$ cat config.mk
export PLATFORM = sky130hd
export DESIGN_NAME = elevator_scheduler
export DESIGN_NICKNAME = d
export VERILOG_FILES = /design/src/rtl/elevator_scheduler.sv
export SDC_FILE = /design/constraint.sdc
export NUM_CORES = 1
export LEC_CHECK = 0
export BUFFER_PORTS_ARGS = -buffer_cell sky130_fd_sc_hd__clkbuf_2
export CAP_MARGIN = 20
export CORE_ASPECT_RATIO = 0.5
export CORE_MARGIN = 4
export CORE_UTILIZATION = 36
export DETAILED_ROUTE_END_ITERATION = 6
export PLACE_DENSITY = 0.64
export SLEW_MARGIN = 40
export SYNTH_ARGS = -nofsm -noshare
export SYNTH_HDL_FRONTEND = slang
export SYNTH_SLANG_ARGS = --single-unit
$ cat constraint.sdc
create_clock -name sys_clk -period 6.9 [get_ports sys_clk]
set_clock_uncertainty 0.2 [all_clocks]
set_input_delay 0 -clock sys_clk [delete_from_list [all_inputs] [get_ports sys_clk]]
set_output_delay 0 -clock sys_clk [all_outputs]
set_load 0.01 [all_outputs]
$ cat src/rtl/elevator_scheduler.sv
// LOOK-order request scheduler and motion sequencer for the elevator car.
// Define ELEVATOR_HOME_RETURN_EN to park the car at HOME_FLOOR after IDLE_TICKS idle step ticks.
module elevator_scheduler #(
    parameter int NUM_FLOORS = 8,
    parameter int DOOR_TICKS = 2
`ifdef ELEVATOR_HOME_RETURN_EN
    ,
    parameter int HOME_FLOOR = 1,
    parameter int IDLE_TICKS = 4
`endif
) (
    input  logic                  sys_clk,
    input  logic                  sys_rst_n,
    input  logic                  step_tick,
    input  logic                  call_valid,
    input  logic [3:0]            call_floor,
    output logic                  call_ack,
    output logic [NUM_FLOORS-1:0] req_pending,
    output logic [3:0]            floor_now,
    output logic                  move_dir,
    output logic                  moving,
    output logic                  door_open,
    output logic                  arrive,
    output logic                  busy
);

    localparam int DT = (DOOR_TICKS < 1) ? 1 : DOOR_TICKS;
    localparam int DW = $clog2(DT + 1);

    typedef enum logic [1:0] {S_IDLE, S_MOVE, S_DOOR} state_t;

    state_t                r_state;
    logic [3:0]            r_floor;
    logic                  r_dir;
    logic [NUM_FLOORS-1:0] r_pend;
    logic [DW-1:0]         r_dwell;
    logic                  r_ack;
    logic                  r_arrive;

    function automatic logic [NUM_FLOORS-1:0] f_onehot(input logic [3:0] fl);
        f_onehot = '0;
        for (int i = 0; i < NUM_FLOORS; i++)
            if (int'(fl) == i + 1) f_onehot[i] = 1'b1;
    endfunction

    logic                  w_legal;
    logic                  w_call_here;
    logic                  w_here_pend;
    logic                  w_ahead;
    logic                  w_behind;
    logic                  w_step_hit;
    logic [3:0]            w_step_floor;
    logic [NUM_FLOORS-1:0] w_above;
    logic [NUM_FLOORS-1:0] w_below;
    logic [NUM_FLOORS-1:0] w_here_mask;
    logic [NUM_FLOORS-1:0] w_step_mask;
    logic [NUM_FLOORS-1:0] w_set;
    logic [NUM_FLOORS-1:0] w_clr;
    logic [NUM_FLOORS-1:0] w_home_mask;

    always_comb begin
        w_above = '0;
        w_below = '0;
        for (int i = 0; i < NUM_FLOORS; i++) begin
            w_above[i] = r_pend[i] && (i + 1 > int'(r_floor));
            w_below[i] = r_pend[i] && (i + 1 < int'(r_floor));
        end
    end

    assign w_legal      = call_valid && (call_floor != 4'd0) && (int'(call_floor) <= NUM_FLOORS);
    assign w_call_here  = w_legal && (call_floor == r_floor);
    assign w_here_mask  = f_onehot(r_floor);
    assign w_here_pend  = |(r_pend & w_here_mask);
    assign w_ahead      = r_dir ? |w_above : |w_below;
    assign w_behind     = r_dir ? |w_below : |w_above;
    assign w_step_floor = r_dir ? r_floor + 4'd1 : r_floor - 4'd1;
    assign w_step_mask  = f_onehot(w_step_floor);
    // A call landing on the floor being reached this tick is served by that stop.
    assign w_step_hit   = |((r_pend | w_set) & w_step_mask);
    assign w_set        = (w_legal && !(w_call_here && r_state != S_MOVE)) ? f_onehot(call_floor) : '0;

    always_comb begin
        w_clr = '0;
        if (r_state == S_MOVE && step_tick && w_ahead && w_step_hit)
            w_clr = w_step_mask;
        else if (r_state == S_IDLE && w_here_pend)
            w_clr = w_here_mask;
    end

`ifdef ELEVATOR_HOME_RETURN_EN
    localparam int IT = (IDLE_TICKS < 1) ? 1 : IDLE_TICKS;
    localparam int IW = $clog2(IT + 1);

    logic [IW-1:0] r_idle_cnt;
    logic          w_idle_run;

    assign w_idle_run  = (r_state == S_IDLE) && (r_floor != 4'(HOME_FLOOR)) && !call_valid && (r_pend == '0);
    assign w_home_mask = (w_idle_run && step_tick && r_idle_cnt == IW'(IT - 1)) ? f_onehot(4'(HOME_FLOOR)) : '0;

    always_ff @(posedge sys_clk) begin
        if (!sys_rst_n || !w_idle_run)
            r_idle_cnt <= '0;
        else if (step_tick)
            r_idle_cnt <= (r_idle_cnt == IW'(IT - 1)) ? '0 : r_idle_cnt + 1'b1;
    end
`else
    assign w_home_mask = '0;
`endif

    always_ff @(posedge sys_clk) begin
        if (!sys_rst_n) begin
            r_state  <= S_IDLE;
            r_floor  <= 4'd1;
            r_dir    <= 1'b1;
            r_pend   <= '0;
            r_dwell  <= '0;
            r_ack    <= 1'b0;
            r_arrive <= 1'b0;
        end else begin
            r_ack    <= w_legal;
            r_arrive <= 1'b0;
            r_pend   <= (r_pend | w_set | w_home_mask) & ~w_clr;
            case (r_state)
                S_IDLE: begin
                    if (w_call_here || w_here_pend) begin
                        r_state  <= S_DOOR;
                        r_dwell  <= DW'(DT);
                        r_arrive <= 1'b1;
                    end else if (|r_pend) begin
                        r_state <= S_MOVE;
                        if (!w_ahead) r_dir <= ~r_dir;
                    end
                end
                S_MOVE: begin
                    if (step_tick) begin
                        if (!w_ahead) begin
                            r_state <= S_IDLE;
                        end else begin
                            r_floor <= w_step_floor;
                            if (w_step_floor == 4'(NUM_FLOORS))
                                r_dir <= 1'b0;
                            else if (w_step_floor == 4'd1)
                                r_dir <= 1'b1;
                            if (w_step_hit) begin
                                r_state  <= S_DOOR;
                                r_dwell  <= DW'(DT);
                                r_arrive <= 1'b1;
                            end
                        end
                    end
                end
                S_DOOR: begin
                    if (w_call_here) begin
                        r_dwell <= DW'(DT);
                    end else if (step_tick) begin
                        if (r_dwell <= DW'(1)) begin
                            r_dwell <= '0;
                            if (w_ahead) begin
                                r_state <= S_MOVE;
                            end else if (w_behind) begin
                                r_state <= S_MOVE;
                                r_dir   <= ~r_dir;
                            end else begin
                                r_state <= S_IDLE;
                            end
                        end else begin
                            r_dwell <= r_dwell - 1'b1;
                        end
                    end
                end
                default: r_state <= S_IDLE;
            endcase
        end
    end

    assign call_ack    = r_ack;
    assign req_pending = r_pend;
    assign floor_now   = r_floor;
    assign move_dir    = r_dir;
    assign moving      = (r_state == S_MOVE);
    assign door_open   = (r_state == S_DOOR);
    assign arrive      = r_arrive;
    assign busy        = (r_state != S_IDLE) || (|r_pend);

endmodule

==> impl_metrics.ini <==
[status]
status = completed

[worst_setup_path]
path_buf_inv = 1
cp.arrival_ns = 3.57
worst_setup_path_start_kind = flop
r2r_cells = 9
cp_max_fo = 15
critPathTopFamily = compound AO/OA/AOI/OAI gates
critPathMaxStageDelay_ns = 0.66
critPathSlowestCell = dfxtp_1
cp.depth = 9
path_cells = inv_1 > ha_1 > xor2_1 > a2111oi_0 > o31ai_1 > o221ai_1 > o21ba_4 > or2_1 > a32o_1
cp.required_ns = 6.85
crit_type = reg -> reg
end_kind = flop

[die]
pin_count = 26
die_area_mm2 = 0.00623
initial_core_util_pct = 38.9
die_h_um = 57.8
coreArea_mm2 = 0.00459
row_count = 17
die_x_um = 108

[power_and_ir_drop]
vdd_drop_max_mv = 0.107
power_density_mw_per_mm2 = 220
p_leak_nw = 0.768
power_uw = 439

[grt]
grt_overflow = 0
grt_max_degree = 19
antenna_found_initial = 0
grt_pass1_wl_um = 9290
grt_pass1_vias = 1768
grtUsageTotal_pct = 18.7

[cts]
post-cts-setup-buffers = 0
cts_buffer_depth = 2
htree_num_levels = 1
cts_tree = yes
cts_resized = 0
cts_root_buffer = clkbuf_8
numClockSinks = 19
insertion_delay_ns = 0.26
cts_buffers = 3
clk_pin_slew_ns = 0.07

[flow_run]
drv_cap = 0

[timing]
worstMarginPinSlew_ns = 0.710
hold_viol_final = 0
finalWorstSetupSlack_ns = 3.28
rsz0062_at_grt = false
fmax_mhz = 277
slew_viol_final = 0
fin_crit_sh_pct = 52.4
setup-violations-final = 0
slew_headroom_pct = 52.6
min_period_ns = 3.62
hold-worst-slack_ns = 0.0553
fin_setup_tns_ns = 0

[yosys]
syn-instance-count = 231
yosysTopAreaCell = dfxtp_1
syn-num-nets = 243
yosysUniqueCellTypes = 65
netlist_area_mm2 = 0.00179
yosys_warnings = 0
netlist.area_leader.share_pct = 21.3
yosysSeqAreaShare_pct = 21.3
synth_ff_type = dfxtp_1
async_flop_share_pct = 0
syn_avg_cell_area_um2 = 7.74
synth-seq-cells = 19
synth.area.top_cells = dfxtp_1 (21%), nor2_1 (5.0%), a21oi_1 (4.5%)
synth_edf_count = 0

[drt]
dr.first_iter.drc_count = 220
wire_per_inst_um = 18.0
viasPerCell = 6.05
drc = 0
dr.pass1.iters = 5
vias = 1911
ant_nets = 0
drt-total-wl_um = 5700

[finish]
antennaDiodeCount = 0
fillers = 493
nets = 263
area_growth_pct = 11.5
drive_gt1_share_pct = 19.2

[worst_hold_path]
hold_depth = 5
hold_path_class = in -> reg

[placement]
place_congestion = 0.980
hpwl_um = 4420
port_buffers = 25
pre_cts_ws_ns = 3.40
[placed cells by master (no fill, tap or decap), types with 3 or more instances in the layout]
cell type	instances
clkbuf_2	25
nor2_1	24
dfxtp_1	19
a21oi_1	16
inv_1	14
nor3_1	11
nand2_1	11
nand3_1	10
o21ai_0	10
xnor2_1	5
xor2_1	5
a31oi_1	5
o31ai_1	5
nor4_1	4
nand2b_1	4
mux2i_1	4
a2111oi_0	4
a221oi_2	4
ha_1	4
nor2b_1	3
a41oi_1	3
clkbuf_8	3
dlygate4sd3_1	3
[power breakdown]
group | switching (mW) | internal (mW) | leakage, nW
logic | 0.131 | 0.0800 | 0.588
clock network | 0.0406 | 0.0402 | 0.0255
registers | 0.0248 | 0.122 | 0.154
total | 0.197 | 0.242 | 0.768
[logic make-up (layout without fill, tap and decap cells)]
family          after synthesis  in the layout  synth area share, %
simple gates                 88             88                 27.3
xor+xnor                     10             10                 4.90
fa+ha+maj                     4              4                 2.80
compound gates               77             77                 33.8
mux                           4              4                 2.24
buf+inv                      29             48                 7.70
flops                        19             19                 21.3
[metal layers]
metal  GRT usage [%]  routed length, um  share of wire [%]  vias to the layer above
met2            29.2               2540                 44                       85
li1                -                  -                  -                      916
met4            4.32                 40               0.70                        0
met3            6.90                571                 10                        6
met1            24.9               2560                 45                      904
met5               0                  0                  0                        -
[per-stage QoR]
stage          cells  area (um^2)  utilization (%)
2_1_floorplan    231         1790                -
6_report         316         1990             43.4
3_5_place_dp     309         1920             41.7
5_1_grt          316         1990             43.4
3_3_place_gp     309         1920             41.7
4_1_cts          316         1990             43.4
[timing repair]
item	CTS	global route
hold buffers	3	0
hold endpoints to repair	3	0
setup endpoints to repair	0	0
[final cells by class]
cell class | instances | area [um^2] | area share, %
sequential | 19 | 380 | 19.1
multi-input combinational | 183 | 1270 | 63.7
tap | 66 | 82.6 | 4.14
clock buffer | 3 | 41.3 | 2.07
clock inverter | 1 | 5.00 | 0.251
timing repair buffer | 28 | 155 | 7.78
inverter | 16 | 60.1 | 3.01
[cells in the mapped netlist, types with 2 or more instances]
cell type / number
a2111oi_0: 4
a21oi_1: 16
a221oi_2: 4
a22oi_1: 2
a311o_1: 2
a31oi_1: 5
a41oi_1: 3
and2_1: 2
buf_2: 8
buf_6: 2
clkbuf_1: 2
dfxtp_1: 19
ha_1: 4
inv_1: 14
inv_2: 2
mux2i_1: 4
nand2_1: 11
nand2b_1: 4
nand3_1: 10
nand3b_1: 2
nor2_1: 24
nor2b_1: 3
nor3_1: 11
nor3_2: 2
nor4_1: 4
o2111ai_1: 2
o21a_1: 2
o21ai_0: 10
o221ai_1: 2
o311ai_1: 2
o31a_1: 2
o31ai_1: 5
or4_1: 2
xnor2_1: 5
xor2_1: 5
[flip-flops by register name, indices dropped and copies added (netlist names)]
register and flops:
arrive 1, call_ack 1, floor_now 4, move_dir 1, r_dwell 2, r_state 2
req_pending 8
[tightest hold or removal path, stage by stage]
cell	delay, ns
clkbuf_2	0.10
inv_1	0.08
or4_4	0.17
xnor2_1	0.08
nand2_1	0.06
[path summary, 6_finish.rpt]
path / slack [ns] / startpoint / end
worst max-delay path: 3.28 / floor_now[0] / r_dwell[1]
worst max register to register: 3.28 / floor_now[0] / r_dwell[1]
worst min-delay path: 0.06 / step_tick / floor_now[0]
worst min register to register: 0.27 / r_dwell[0] / r_dwell[0]
Note: power is estimated with default switching activity, not from simulation.
